### src/rtl/train_sched.sv
// Training scheduler: buffers encoded samples and sequences training and override-load
// operations into the class memory, keeping per-class sample counts.
module train_sched #(
  parameter int DIMENSIONS = 6,
  parameter int FIFO_DEPTH = 4,
  parameter int CNT_W      = 16,
  parameter int TIMEOUT    = 1024
) (
  input  logic                  clk,
  input  logic                  rst,
  input  logic                  in_valid,
  output logic                  in_ready,
  input  logic [DIMENSIONS-1:0] in_hv,
  input  logic                  in_label,
  input  logic                  ovr_req,
  input  logic [DIMENSIONS-1:0] ovr_hv_nonseizure,
  input  logic [DIMENSIONS-1:0] ovr_hv_seizure,
  output logic                  cm_en,
  output logic                  cm_label_override,
  output logic [DIMENSIONS-1:0] cm_override_hv_nonseizure,
  output logic [DIMENSIONS-1:0] cm_override_hv_seizure,
  output logic [DIMENSIONS-1:0] cm_hv_train,
  output logic                  cm_label,
  input  logic                  cm_done,
  output logic                  busy,
  output logic [CNT_W-1:0]      cnt_nonseizure,
  output logic [CNT_W-1:0]      cnt_seizure,
  output logic                  timeout_err
);
  localparam int AW = $clog2(FIFO_DEPTH);
  localparam int TW = $clog2(TIMEOUT + 1);

  typedef enum logic [2:0] {S_IDLE, S_OVR_ISSUE, S_OVR_WAIT, S_ISSUE, S_WAIT} state_t;

  state_t                r_state, w_state_nxt;
  logic [DIMENSIONS-1:0] r_fifo_hv [FIFO_DEPTH];
  logic [FIFO_DEPTH-1:0] r_fifo_lbl;
  logic [AW:0]           r_wr_ptr, r_rd_ptr;
  logic                  r_ovr_pending;
  logic [DIMENSIONS-1:0] r_ovr_ns, r_ovr_s, r_hv_train;
  logic                  r_label;
  logic [CNT_W-1:0]      r_cnt_ns, r_cnt_s;
  logic                  r_timeout_err;
  logic [TW-1:0]         r_wait_cnt;

  logic w_empty, w_full, w_push, w_pop, w_load, w_ovr_clr;
  logic w_cnt_inc, w_cnt_clr, w_timeout, w_tmo_hit;

  function automatic logic [CNT_W-1:0] sat_inc(input logic [CNT_W-1:0] v);
    return (&v) ? v : v + CNT_W'(1);
  endfunction

  // Extra pointer MSB distinguishes full from empty when the index bits match.
  assign w_empty   = (r_wr_ptr == r_rd_ptr);
  assign w_full    = (r_wr_ptr[AW] != r_rd_ptr[AW]) && (r_wr_ptr[AW-1:0] == r_rd_ptr[AW-1:0]);
  assign in_ready  = !w_full;
  assign w_push    = in_valid && !w_full;
  assign w_pop     = (r_state == S_ISSUE);
  assign w_tmo_hit = (r_wait_cnt == TW'(TIMEOUT - 1));

  always_comb begin
    w_state_nxt       = r_state;
    cm_en             = 1'b0;
    cm_label_override = 1'b0;
    w_load            = 1'b0;
    w_ovr_clr         = 1'b0;
    w_cnt_inc         = 1'b0;
    w_cnt_clr         = 1'b0;
    w_timeout         = 1'b0;
    case (r_state)
      S_IDLE: begin
        if (r_ovr_pending) begin
          w_state_nxt = S_OVR_ISSUE;
        end else if (!w_empty) begin
          w_state_nxt = S_ISSUE;
          w_load      = 1'b1;
        end
      end
      S_OVR_ISSUE: begin
        cm_en             = 1'b1;
        cm_label_override = 1'b1;
        w_ovr_clr         = 1'b1;
        w_state_nxt       = S_OVR_WAIT;
      end
      S_OVR_WAIT: begin
        cm_label_override = 1'b1;
        if (cm_done) begin
          w_cnt_clr   = 1'b1;
          w_state_nxt = S_IDLE;
        end else if (w_tmo_hit) begin
          w_timeout   = 1'b1;
          w_state_nxt = S_IDLE;
        end
      end
      S_ISSUE: begin
        cm_en       = 1'b1;
        w_state_nxt = S_WAIT;
      end
      S_WAIT: begin
        if (cm_done) begin
          w_cnt_inc   = 1'b1;
          w_state_nxt = S_IDLE;
        end else if (w_tmo_hit) begin
          w_timeout   = 1'b1;
          w_state_nxt = S_IDLE;
        end
      end
      default: w_state_nxt = S_IDLE;
    endcase
  end

  // Sample storage needs no reset: the pointers define which entries are live.
  always_ff @(posedge clk) begin
    if (w_push) begin
      r_fifo_hv[r_wr_ptr[AW-1:0]]  <= in_hv;
      r_fifo_lbl[r_wr_ptr[AW-1:0]] <= in_label;
    end
  end

  always_ff @(posedge clk) begin
    if (rst) begin
      r_state       <= S_IDLE;
      r_wr_ptr      <= '0;
      r_rd_ptr      <= '0;
      r_ovr_pending <= 1'b0;
      r_ovr_ns      <= '0;
      r_ovr_s       <= '0;
      r_hv_train    <= '0;
      r_label       <= 1'b0;
      r_cnt_ns      <= '0;
      r_cnt_s       <= '0;
      r_timeout_err <= 1'b0;
      r_wait_cnt    <= '0;
    end else begin
      r_state <= w_state_nxt;
      if (w_push) r_wr_ptr <= r_wr_ptr + (AW+1)'(1);
      if (w_pop)  r_rd_ptr <= r_rd_ptr + (AW+1)'(1);
      // A fresh request wins over the clear issued by OVR_ISSUE in the same cycle.
      if (ovr_req) begin
        r_ovr_pending <= 1'b1;
        r_ovr_ns      <= ovr_hv_nonseizure;
        r_ovr_s       <= ovr_hv_seizure;
      end else if (w_ovr_clr) begin
        r_ovr_pending <= 1'b0;
      end
      if (w_load) begin
        r_hv_train <= r_fifo_hv[r_rd_ptr[AW-1:0]];
        r_label    <= r_fifo_lbl[r_rd_ptr[AW-1:0]];
      end
      if (r_state == S_ISSUE || r_state == S_OVR_ISSUE) r_wait_cnt <= '0;
      else if (r_state == S_WAIT || r_state == S_OVR_WAIT) r_wait_cnt <= r_wait_cnt + TW'(1);
      if (w_cnt_clr) begin
        r_cnt_ns <= '0;
        r_cnt_s  <= '0;
      end else if (w_cnt_inc) begin
        if (r_label) r_cnt_s  <= sat_inc(r_cnt_s);
        else         r_cnt_ns <= sat_inc(r_cnt_ns);
      end
      if (w_timeout) r_timeout_err <= 1'b1;
    end
  end

  assign cm_override_hv_nonseizure = r_ovr_ns;
  assign cm_override_hv_seizure    = r_ovr_s;
  assign cm_hv_train               = r_hv_train;
  assign cm_label                  = r_label;
  assign cnt_nonseizure            = r_cnt_ns;
  assign cnt_seizure               = r_cnt_s;
  assign timeout_err               = r_timeout_err;
  assign busy = (r_state != S_IDLE) || !w_empty || r_ovr_pending;

endmodule
### config.mk
export PLATFORM = sky130hd
export DESIGN_NAME = train_sched
export DESIGN_NICKNAME = d
export VERILOG_FILES = /design/src/rtl/train_sched.sv
export SDC_FILE = /design/constraint.sdc
export NUM_CORES = 1
export LEC_CHECK = 0
export CAP_MARGIN = 30
export CORE_AREA = 2 2 79 157
export DETAILED_ROUTE_END_ITERATION = 6
export DIE_AREA = 0 0 81 159
export GPL_TIMING_DRIVEN = 0
export PLACE_DENSITY = 0.66
export SYNTH_ARGS = -nofsm -noshare
export SYNTH_HDL_FRONTEND = slang
export SYNTH_SLANG_ARGS = --single-unit
export TNS_END_PERCENT = 1
### constraint.sdc
create_clock -name clk -period 4.35 [get_ports clk]
set_input_delay 0.87 -clock clk [delete_from_list [all_inputs] [get_ports clk]]
set_output_delay 0.87 -clock clk [all_outputs]
set_load 0.01 [all_outputs]
==> impl_results.md, run 1 <==
- Netlist area before placement: 4590 µm²
- Required time of the worst setup path: 3.48 ns
- Max Clock Skew: 0.0118 ns
- Setup Buffers After CTS: 0
- Cts-stage hold buffer count: 0
- Global-route usage over all layers: 0.177
- Initial drt markers: ~210
- Crit path arrival time: around 2.3 ns
- Prevailing post-synth register cell: sky130_fd_sc_hd__dfxtp_1
- Total Power Consumption: 0.00235 W
- Initial standard-cell utilization of the core: 0.395
- Number of clock buffers inserted by TritonCTS: 9
- Most common library cell in the layout ignoring fill and taps: sky130_fd_sc_hd__clkdlybuf4s50_1
- Top-area cell type share of the netlist area: 0.318
- Worst IR drop on VDD: 0.288 mV
- First-pass GRT wire length: roughly 18 mm
- Most frequent cells in the layout: sky130_fd_sc_hd__clkdlybuf4s50_1, sky130_fd_sc_hd__dfxtp_1, sky130_fd_sc_hd__nor2_1
- Number of setup violations in the final report: 0
- Row count: 56
- Fillers: 1117
- Final WL: 11.0 mm
- Proportion of register bits with asynchronous set or reset after synthesis: 0
- Post-synth cell types: 50
- Final-report hold violation count: 0
- Initial antenna violation count: 0
- Total Die Area: 12900 µm²
- Post-route standard cell area excluding fillers: between 5000 and 6000 µm²
- TritonCTS clock tree: yes
- Outcome: completed
- Count of max-cap constraint violations: 0
- Kind of end point of the critical path: primary output
- Count of clock tree sinks: about 100
- Drt drc: 0
- Fin Setup TNS: 0 ns
- Count of synthesis-stage warnings from yosys: 0
- Routed vias: approximately 3800
- CTS resizes: 0
- Top post-synthesis cells by area: sky130_fd_sc_hd__dfxtp_1, sky130_fd_sc_hd__edfxtp_1, sky130_fd_sc_hd__mux2i_1, sky130_fd_sc_hd__mux4_2, sky130_fd_sc_hd__a21oi_1
- Startpoint kind of the worst setup timing path: register
- Number of flops mapped to enable cells by yosys: 28
- Critical path fanouts, max: 10
- Global placement routability congestion: 0.814
- Top-level port count: 80
- Detailed-route wire length per cell: between 15 and 20 µm
- Category of the most critical setup path: reg -> out
- Number of nets still failing antenna checks after routing: 0
- Peak Freq: about 320 MHz
- Drt first pass iters: 4
- Global route total overflow: 0
- Post-layout instance count excluding filler cells: around 680
- Unrepaired setup endpoints after global routing: false
- Clk_lat worst skew: about 0.35 ns
- Max-slew headroom: 0.521
- Final worst-path cycle share: 0.726
- Final count of pins violating max slew: 0
- Buffer depth of the longest clock path: 2
- Placed cell count: 665
- Transition time at the pin with the least slew margin: 0.719 ns
- Pwr dens: 401 nW/µm²
- Standby leakage power: 1.92 nW
- Vias in the first global route: 3719
- Core region area: 11600 µm²
- Number of instances in the synthesized netlist: around 440
- Die Ht: approximately 160 µm
- Library cell with the largest summed area after synthesis: sky130_fd_sc_hd__dfxtp_1
- Seq/Total Area, Yosys: 0.501
- Register bit count reported by yosys: 101
- Shortest clock period the worst path allows after layout: 3.16 ns
- Clock H-tree levels: 3
- Share of the core filled with cells in the final layout: 0.505
- Share of layout cells above drive strength 1: 0.0746
- Library cell used as clock root buffer: sky130_fd_sc_hd__clkbuf_16
- Placed cell areas: about 5600 µm²
- Worst Hold Class: reg -> reg
- Area grow syn2layout: 27.9%
- Width of the die: 81 µm
- Maximum number of pins on one net before global-route repair: 22
- Clock transition at the registers of the reported paths: 0.07 ns
- Avg Vias per Cell: ~5.5
- Net count of the finished layout: 563
- Mean Syn Cell Area: 10.4 µm²
- Antenna diode instance count: 0
- Hpwl dp: 8.32 mm
- Synth Net Count: between 400 and 500
- Port bufs: 78
## cells by family (layout without fill, tap and decap cells)
kind of cell,Yosys count,in the layout,share of synthesized area
and+or+nand+nor,181,181,0.228
buffers and inverters,32,126,0.0281
DFF,101,101,0.501
muxes,36,36,0.0976
AOI/OAI and AO/OA,69,69,0.0940
adders and majority gates,8,8,0.0218
xor gates and xnor gates,15,15,0.0286
## power by group
group | internal, W | leakage [nW] | switching (W)
clock | 0.000413 | 0.152 | 0.000405
combinational | 0.000222 | 0.917 | 0.000257
sequential | 0.00102 | 0.849 | 0.0000354
## critical path, stage by stage (launching register included)
cell,delay (ns)
sky130_fd_sc_hd__dfxtp_1,0.34
sky130_fd_sc_hd__clkbuf_1,0.21
sky130_fd_sc_hd__or4_1,0.52
sky130_fd_sc_hd__or3_1,0.37
sky130_fd_sc_hd__clkdlybuf4s50_1,0.49
## layer usage
metal / GRT usage / share of wire / vias up
met3: 0.0289 / 0.039 / 23
met2: 0.327 / 0.56 / 89
met5: 0 / 0 / -
met4: 0.0901 / 0.029 / 0
li1: - / - / 1836
met1: 0.183 / 0.38 / 1826
## cell usage after synthesis, types with 14 or more instances
library cell	instances
sky130_fd_sc_hd__a21oi_1	30
sky130_fd_sc_hd__clkbuf_1	14
sky130_fd_sc_hd__dfxtp_1	73
sky130_fd_sc_hd__edfxtp_1	28
sky130_fd_sc_hd__mux2i_1	29
sky130_fd_sc_hd__nand2_1	26
sky130_fd_sc_hd__nand3_1	17
sky130_fd_sc_hd__nand4_1	15
sky130_fd_sc_hd__nor2_1	39
sky130_fd_sc_hd__o31ai_1	15
sky130_fd_sc_hd__or3_1	14
sky130_fd_sc_hd__or4_1	20
## sequential cells by signal, indices dropped and copies added, names as in the netlist
name                       cells
cm_hv_train                    6
cm_label                       1
cm_override_hv_nonseizure      6
cm_override_hv_seizure         6
cnt_nonseizure                16
cnt_seizure                   16
r_fifo_hv                     24
r_fifo_lbl                     4
r_ovr_pending                  1
r_rd_ptr                       3
r_state                        3
r_wait_cnt                    11
r_wr_ptr                       3
timeout_err                    1
## worst paths after layout
path	depth (start not counted)	slack, ns	endpoint	start
max	4	1.19	busy	r_state[1]
min	2	0.49	r_ovr_pending	r_ovr_pending
max reg2reg	6	1.97	cnt_nonseizure[6]	cnt_nonseizure[4]
min reg2reg	2	0.49	r_ovr_pending	r_ovr_pending
## layout make-up
| type | count | area (µm²) | share of cell area |
|---|---|---|---|
| tap | 145 | 181 | 0.0309 |
| buffer | 21 | 87.6 | 0.0149 |
| timing repair buffer | 78 | 781 | 0.133 |
| clock buffer | 9 | 225 | 0.0384 |
| multi-input combinational | 309 | 2160 | 0.368 |
| clock inverter | 7 | 91.3 | 0.0156 |
| sequential | 101 | 2300 | 0.392 |
| inverter | 11 | 41.3 | 0.00703 |
## per-stage QoR
step,hold WS [ns],setup WS (ns)
after floorplan,0.446,2.11
after CTS,0.487,1.18
after global routing,0.515,1.02
final,0.486,1.19
after detailed placement,0.477,1.36
after global placement,0.460,1.39
Power figures use the tool's default switching activity.
==> inputs of run 2 (changes only) <==
--- a/config.mk
+++ b/config.mk
@@ -10,7 +10,7 @@
 export DETAILED_ROUTE_END_ITERATION = 6
 export DIE_AREA = 0 0 81 159
 export GPL_TIMING_DRIVEN = 0
-export PLACE_DENSITY = 0.66
+export PLACE_DENSITY = 0.69
 export SYNTH_ARGS = -nofsm -noshare
 export SYNTH_HDL_FRONTEND = slang
 export SYNTH_SLANG_ARGS = --single-unit
==> constraint.sdc (replaced) <==
create_clock -name clk -period 2.75 [get_ports clk]
set_input_delay 0.55 -clock clk [delete_from_list [all_inputs] [get_ports clk]]
set_output_delay 0.55 -clock clk [all_outputs]
set_load 0.01 [all_outputs]
==> impl_results.md, run 2 (same netlist as run 1, synthesis figures left out) <==
- Share of the core filled with cells in the final layout: 0.504 (-0.000538)
- Count of max-cap constraint violations: 0 (unchanged)
- Switching Share: 0.290 (-0.00590)
- Net count of the finished layout: 562 (-0.18%)
- Drt first pass iters: 4 (unchanged)
- Initial standard-cell utilization of the core: 0.395 (unchanged)
- Outcome: completed
- Antenna diode instance count: 0 (unchanged)
- Routed vias: 3794 (+0.53%)
- Row count: 56 (unchanged)
- Post-route standard cell area excluding fillers: 5860 µm² (-0.11%)
- Number of setup violations in the final report: 0 (unchanged)
- Placement Setup Slack: 0.0889 ns (-1.28 ns)
- Peak Freq: 381 MHz
- First-pass GRT wire length: 18.2 mm (+2.4%)
- Required time of the worst setup path: 2.20 ns (-1.28 ns)
- Clock transition at the registers of the reported paths: 0.07 ns (about the same)
- Worst setup slack after layout: 0.127 ns (-1.07 ns)
- TritonCTS clock tree: yes
- Transition time at the pin with the least slew margin: 0.705 ns (-0.0141 ns)
- Area grow syn2layout: 27.7%
- Initial drt markers: 191 (-8.2%)
- Count of clock tree sinks: 101 (unchanged)
- Global-route usage over all layers: 0.178 (+0.00151)
- Setup Buffers After CTS: 0 (unchanged)
- Critical path fanouts, max: 10 (unchanged)
- Pwr dens: 628 nW/µm² (+57%)
- Worst hold stages: 2 (unchanged)
- Hpwl dp: 8.27 mm (-0.62%)
- Cell count of the worst reg-to-reg path: 6 (unchanged)
- Global route total overflow: 0 (unchanged)
- Number of buffer and inverter instances along the worst setup path: 2 (unchanged)
- Startpoint kind of the worst setup timing path: register
- Clk_lat worst skew: 0.34 ns (about the same)
- Most frequent cells in the layout: sky130_fd_sc_hd__clkdlybuf4s50_1, sky130_fd_sc_hd__dfxtp_1, sky130_fd_sc_hd__nor2_1
- Vias in the first global route: 3789 (+1.9%)
- Most common library cell in the layout ignoring fill and taps: sky130_fd_sc_hd__clkdlybuf4s50_1
- Cts-stage hold buffer count: 0 (unchanged)
- Crit path max-delay cell type: sky130_fd_sc_hd__clkdlybuf4s50_1
- Internal power of the cells: 0.00261 W (+58%)
- Worst IR drop on VDD: 0.508 mV (+76%)
- Number of nets still failing antenna checks after routing: 0 (unchanged)
- Port bufs: 78 (unchanged)
- Total Die Area: 12900 µm² (unchanged)
- Category of the most critical setup path: reg -> out
- Part of the total power dissipated in sequential elements: 0.459 (+0.010)
- Final-report hold violation count: 0 (unchanged)
- Library cell used as clock root buffer: sky130_fd_sc_hd__clkbuf_16
- Final worst-path cycle share: 0.954
- Buffer depth of the longest clock path: 2 (unchanged)
- Crit-path max cell delay: 0.62 ns (+0.10 ns)
- Combinational Power Share: 0.204 (about the same)
- Avg Vias per Cell: 5.58 (+0.68%)
- Top-level port count: 80 (unchanged)
- Clock share of power: 0.337 (-0.010)
- Ordered list of cells on the worst path: buf_1, nor2b_2, clkdlybuf4s50_1
- Crit path arrival time: 2.07 ns (-0.22 ns)
- Logic depth of the worst setup path including buffers: 3 (-1)
- Max-slew headroom: 0.530 (+0.00938)
- Worst Hold Class: reg -> reg
- Final WL: 10.9 mm (-1.2%)
- Max Clock Skew: 0.00501 ns (-0.00675 ns)
- Cell family contributing the most delay on the critical path: buffers and inverters
- Placed cell areas: 5550 µm² (unchanged)
- Final count of pins violating max slew: 0 (unchanged)
- Number of flip-flops in the largest register: 24 (unchanged)
- Drt drc: 0 (unchanged)
- Net switching power figure: 0.00107 W (+53%)
- Initial antenna violation count: 0 (unchanged)
- Fin Setup TNS: 0 ns (unchanged)
- Standby leakage power: 1.91 nW (-0.50%)
- Kind of end point of the critical path: primary output
- Die Ht: 159 µm (unchanged)
- Shortest clock period the worst path allows after layout: 2.62 ns
- Width of the die: 81 µm (unchanged)
- Detailed-route wire length per cell: 16.0 µm (-1.1%)
- Total Power Consumption: 0.00368 W (+56%)
- Unrepaired setup endpoints after global routing: false
- CTS resizes: 5 (+5)
- Share of layout cells above drive strength 1: 0.0822 (+0.00762)
- Core region area: 11600 µm² (unchanged)
- Number of clock buffers inserted by TritonCTS: 9 (unchanged)
- Clock H-tree levels: 3 (unchanged)
- Maximum number of pins on one net before global-route repair: 20 (-9.1%)
- Global placement routability congestion: 0.822 (+1.0%)
[run 2: changes by cell type in the layout (fill, tap and decap cells not counted), moves of 2 or more]
cell and delta:
sky130_fd_sc_hd__clkbuf_1 -2, sky130_fd_sc_hd__xnor2_2 +2, sky130_fd_sc_hd__clkinvlp_4 +2, sky130_fd_sc_hd__clkinv_8 -4, sky130_fd_sc_hd__xnor2_1 -2, sky130_fd_sc_hd__inv_8 +3
[run 2: per-stage QoR]
step           hold WS (ns)  std cells
2_1_floorplan         0.446        442
3_3_place_gp          0.461        665
3_5_place_dp          0.475        665
4_1_cts               0.489        680
5_1_grt               0.514        680
6_report              0.493        680
[run 2: power groups by stage]
stage	Combinational (W)	Clock (W)	Sequential (W)
after floorplan	0.000468	0	0.00171
after global placement	0.000751	0	0.00170
after detailed placement	0.000766	0	0.00171
after CTS	0.000761	0.00127	0.00169
after global routing	0.000828	0.00132	0.00170
final	0.000751	0.00124	0.00169
[run 2: worst paths after layout]
check	from	endpoint	slack, ns
worst max-delay path	r_state[0]	cm_en	0.13
worst min-delay path	r_wait_cnt[9]	r_wait_cnt[9]	0.49
worst max register to register	cnt_nonseizure[4]	cnt_nonseizure[3]	0.46
worst min register to register	r_wait_cnt[9]	r_wait_cnt[9]	0.49
[run 2: area by class of cell]
| cell class | count | area [µm²] |
|---|---|---|
| fillers | 1114 | 5770 |
| clock buffers | 9 | 225 |
| multi-input cells | 309 | 2180 |
| flip-flops and latches | 101 | 2300 |
| plain buffers | 20 | 86.3 |
| repair buffers | 78 | 779 |
| clock inverters | 7 | 66.3 |
| inverters | 11 | 41.3 |
| well taps | 145 | 181 |
[run 2: layer usage]
metal  global-route usage  up-vias  wire, µm
met5                    0        -         0
met4               0.0924        0       369
met3               0.0295       26       431
met2                0.325       90      6110
met1                0.189     1840      4010
li1                     -     1838         -
[run 2: worst min-delay path: stages, from the launching register on]
cell and delay [ns]:
sky130_fd_sc_hd__dfxtp_1 0.32, sky130_fd_sc_hd__o41ai_1 0.07, sky130_fd_sc_hd__a21oi_1 0.06
==> edit 1: new RTL, flow settings as in run 2 <==
Change the parameter `TIMEOUT` from 1024 to 512.
--- a/src/rtl/train_sched.sv
+++ b/src/rtl/train_sched.sv
@@ -4,7 +4,7 @@
   parameter int DIMENSIONS = 6,
   parameter int FIFO_DEPTH = 4,
   parameter int CNT_W      = 16,
-  parameter int TIMEOUT    = 1024
+  parameter int TIMEOUT    = 512
 ) (
   input  logic                  clk,
   input  logic                  rst,
Formal check against the unedited RTL: no difference found for any inputs over 4 cycles, from zero or initial values and one cycle with rst high; that may be too few to reach the edited logic, so the function may still have changed.
==> edit 1 against run 2 <==
  * Final area decreased by 1.8%
  * Routed wire length decreased by 1.6%
  * Power increased by 0.59%
  * Worst setup slack improved by 0.060 ns
  * Synthesized area decreased by 2.5%
  * Sequential cell count decreased by 1
  * Maximum frequency increased by 2.3%
  * Largest power group unchanged
==> edit 1: results (changes against run 2) <==
Critical path:
- The maximum fanout encountered on the critical timing path is 9 (-1).
- The data arrival time of the worst path is 2.01 ns (-0.06 ns).

Global route:
- The pin count of the biggest net entering global routing came to 21 (+5.0%).
- The global-route wire length before repair came to 17.69 mm (-2.7%).
- The overall track demand over capacity in global routing is 0.1757 (-0.002810).

Run status:
- The flow ran to the end, and the final reports show no timing, DRC or antenna violations.

Placement:
- The final weighted congestion of routability-driven global placement was 0.8061 (-1.9%).
- The half-perimeter wire length of the detailed placement result is 8.050 mm (-2.7%).
- The placement-stage worst setup slack was 0.07946 ns (-0.009428 ns).

Cells and area:
- The post-route standard cell area excluding fillers is 0.005758 mm² (-1.8%).
- The post-layout net count is 550 (-2.1%).
- The count of filler cells inserted in the layout is 1116 (+0.18%).
- The share of layout cells above drive strength 1 is 0.08413 (+0.001887).

STA:
- The transition time at the pin with the least slew margin came to 0.7343 ns (+0.02946 ns).

Logic synthesis:
- The multiplexer fraction of the synthesized cell area was 0.09116 (-0.006411).
- The post-synthesis xor/xnor area fraction is 0.03132 (+0.002702).
- The post-synth net total is 462 (-2.5%).
- The mean instance size in the synthesized netlist was 10.41 µm² (+0.19%).
- The register area share after synthesis is 0.5101 (+0.008568).
- The area fraction in compound gates after synthesis is 0.09620 (+0.002166).
- The adder-cell area share of the yosys netlist is 0.02237 (+0.0005671).

Detailed routing:
- The number of DRC markers in iteration 0 is 187 (-2.1%).
- The met1 layer wirelength in the final routing is 3.944 mm (-1.5%).
- The wire length on met2 is 6.130 mm (+0.36%).
- The wire length on met3 is 444 µm (+3.0%).

Power:
- The maximum vdd drop is 0.0005295 V (+4.2%).
-- edit 1: metal layers --
| metal | GRT usage | vias up |
|---|---|---|
| met5 | 0 | - |
| met4 | 0.07165 | 0 |
| met3 | 0.04195 | 19 |
| met2 | 0.3212 | 99 |
| met1 | 0.1851 | 1775 |
| li1 | - | 1779 |
-- edit 1: cells by family (layout without fill, tap and decap cells) --
logic type                 after synthesis  after routing
buffers and inverters                   33            126
xor gates and xnor gates                16             16
DFF                                    100            100
adders and majority gates                8              8
muxes                                   32             32
AOI/OAI and AO/OA                       68             68
and+or+nand+nor                        173            173
-- edit 1: what timing repair did --
action | in CTS | in global routing
gates resized for setup | 1 | 3
endpoints found under the setup margin | 1 | 3
hold buffers | 0 | 0
-- edit 1: final timing paths --
path                                                start                        end  slack, ns  depth (start not counted)
worst max-delay path                          r_rd_ptr[1]                       busy       0.19                          5
worst min-delay path            cm_override_hv_seizure[1]  cm_override_hv_seizure[1]       0.49                          2
worst max register to register          cnt_nonseizure[0]          cnt_nonseizure[7]       0.47                          6
worst min register to register  cm_override_hv_seizure[1]  cm_override_hv_seizure[1]       0.49                          2
-- edit 1: cell type report --
cell class              count  area (µm²)  area share
flip-flops and latches    100        2282      0.3963
multi-input cells         297        2073      0.3601
repair buffers             78       780.7      0.1356
clock buffers               9       225.2     0.03911
well taps                 145       181.4     0.03151
plain buffers              22       96.34     0.01673
clock inverters             7       81.33     0.01412
inverters                  10       37.54    0.006519
-- edit 1: where the power goes --
part	switching, W	internal [W]	total, W	leakage (nW)
clock network	0.000609	0.000650	0.00126	0.150
registers	0.0000703	0.00160	0.00167	0.841
logic	0.000404	0.000370	0.000775	0.882
total	0.00108	0.00262	0.00370	1.87
==> edit 2: new RTL, flow settings as in run 2 <==
Without the edit above. Put a register stage on the output `cm_label_override`, with the module's reset. The value now appears one clock later. The other outputs are not delayed to match.
--- a/src/rtl/train_sched.sv
+++ b/src/rtl/train_sched.sv
@@ -32,6 +32,8 @@
 
   typedef enum logic [2:0] {S_IDLE, S_OVR_ISSUE, S_OVR_WAIT, S_ISSUE, S_WAIT} state_t;
 
+  logic cm_label_override_d;
+
   state_t                r_state, w_state_nxt;
   logic [DIMENSIONS-1:0] r_fifo_hv [FIFO_DEPTH];
   logic [FIFO_DEPTH-1:0] r_fifo_lbl;
@@ -61,7 +63,7 @@
   always_comb begin
     w_state_nxt       = r_state;
     cm_en             = 1'b0;
-    cm_label_override = 1'b0;
+    cm_label_override_d = 1'b0;
     w_load            = 1'b0;
     w_ovr_clr         = 1'b0;
     w_cnt_inc         = 1'b0;
@@ -78,12 +80,12 @@
       end
       S_OVR_ISSUE: begin
         cm_en             = 1'b1;
-        cm_label_override = 1'b1;
+        cm_label_override_d = 1'b1;
         w_ovr_clr         = 1'b1;
         w_state_nxt       = S_OVR_WAIT;
       end
       S_OVR_WAIT: begin
-        cm_label_override = 1'b1;
+        cm_label_override_d = 1'b1;
         if (cm_done) begin
           w_cnt_clr   = 1'b1;
           w_state_nxt = S_IDLE;
@@ -169,4 +171,12 @@
   assign timeout_err               = r_timeout_err;
   assign busy = (r_state != S_IDLE) || !w_empty || r_ovr_pending;
 
+  always_ff @(posedge clk) begin
+    if (rst) begin
+      cm_label_override <= '0;
+    end else begin
+      cm_label_override <= cm_label_override_d;
+    end
+  end
+
 endmodule
Check against the original RTL: not equivalent (Yosys sat finds a counterexample within 4 cycles, from zero or initial values and one cycle with rst high).
==> edit 2 against run 2 <==
  * Power increased by 0.43%
  * Final area is 1.4% lower
  * Synthesized area is 2.0% lower
  * Register-to-register slack worse by 0.05 ns
  * Sequential cell count increased by 1
  * Non-clock buffer count decreased by 1
  * Worst setup slack better by 0.073 ns
  * Synthesized cell count down 2.7%
  * Combinational power shrank 6.4%
  * Routed wire length shrank 3.6%
  * Final cell count fell by 1.9%
  * Utilization shrank 0.72 points
==> edit 2: results (changes against run 2) <==
Logic synthesis:
- The post-synth net total is 462 (-2.5%).
- The register area share after synthesis is 0.5160 (+0.01449).
- Counting instances in the post-synthesis netlist gives the leading cell types as dfxtp_1 (74), nor2_1 (36), a21oi_1 (35), edfxtp_1 (28), or4_1 (28).
- The synthesized instance count is 430 (-2.7%).
- After synthesis, the cell types taking the most area are dfxtp_1 (33%), edfxtp_1 (19%), mux2i_1 (4.7%).

Detailed routing:
- The number of DRC markers in iteration 0 is 173 (-9.4%).
- The wire length on met3 is 475 µm (+10%).
- The routed via count divided by cell count came to 5.633 (+0.95%).
- The met1 layer wirelength in the final routing is 3.992 mm (-0.32%).

Clocking:
- The CTS sink count was 102 (+0.99%).

Global route:
- The routing usage on met2 is 0.3065 (-0.01841).
- The global-route wire length before repair is 17.72 mm (-2.5%).
- The met3 track utilization from global routing came to 0.03458 (+0.005102).
- The met1 track demand over resource was 0.1884 (about the same).
- The overall track demand over capacity in global routing is 0.1710 (-0.007527).
- The number of global-route vias before repair is 3784 (-0.13%).

STA:
- The clock tree skew after final layout came to 0.01072 ns (+0.005714 ns).
- The transition time at the pin with the least slew margin is 0.8674 ns (+0.1625 ns).

Placement:
- The half-perimeter wire length of the detailed placement result is 7.873 mm (-4.8%).
- The final weighted congestion of routability-driven global placement is 0.8178 (-0.47%).
- The cell total after placement was 652 (-2.0%).

Power:
- The power consumption was 0.003698 W (+0.43%).
- The combinational group power was 0.000703 W (-6.4%).
- The leakage power of the design came to 1.878 nW (-1.6%).
- The switching power is 0.001074 W (+0.49%).

Critical path:
- The maximum single-stage delay on the critical path is 0.54 ns (-0.08 ns).
- The kind of cell with the highest combined delay on the critical path is simple AND/OR/NAND/NOR gates.
- On the critical path, the stage with the largest delay is an instance of or4_4.

Cells and area:
- The non-clock buffer total of the final layout was 97 (-1.0%).
- The count of filler cells inserted in the layout is 1103 (-0.99%).
- The post-layout net count is 549 (-2.3%).
- The clock-cell share of area is 0.05391 (+0.004185).
- The share of layout cells above drive strength 1 is 0.07088 (-0.01136).
- The post-route standard cell area excluding fillers is 0.005779 mm² (-1.4%).
- The sequential share of cell area is 0.4018 (+0.009160).
- The multi-input combinational cell count came to 296 (-4.2%).

Run status:
- The flow ran to the end, and the final reports show no timing, DRC or antenna violations.
-- edit 2: cells by family (layout without fill, tap and decap cells) --
group,Yosys count,after routing,share of synthesized area
compound gates,79,79,0.1101
mux,28,28,0.08173
flops,102,102,0.5160
fa+ha+maj,8,8,0.02224
buf+inv,32,124,0.02808
xor+xnor,15,15,0.02919
simple gates,166,166,0.2127
-- edit 2: what timing repair did --
action	in CTS	in global routing
resized for setup	5	0
buffers inserted	0	0
endpoints found under the setup margin	1	0
-- edit 2: path summary, 6_finish.rpt --
| check | slack [ns] | end | startpoint |
|---|---|---|---|
| worst max-delay path | 0.20 | busy | r_state[2] |
| worst min-delay path | 0.49 | r_wait_cnt[9] | r_wait_cnt[9] |
| worst max register to register | 0.41 | cnt_nonseizure[1] | cnt_nonseizure[0] |
| worst min register to register | 0.49 | r_wait_cnt[9] | r_wait_cnt[9] |
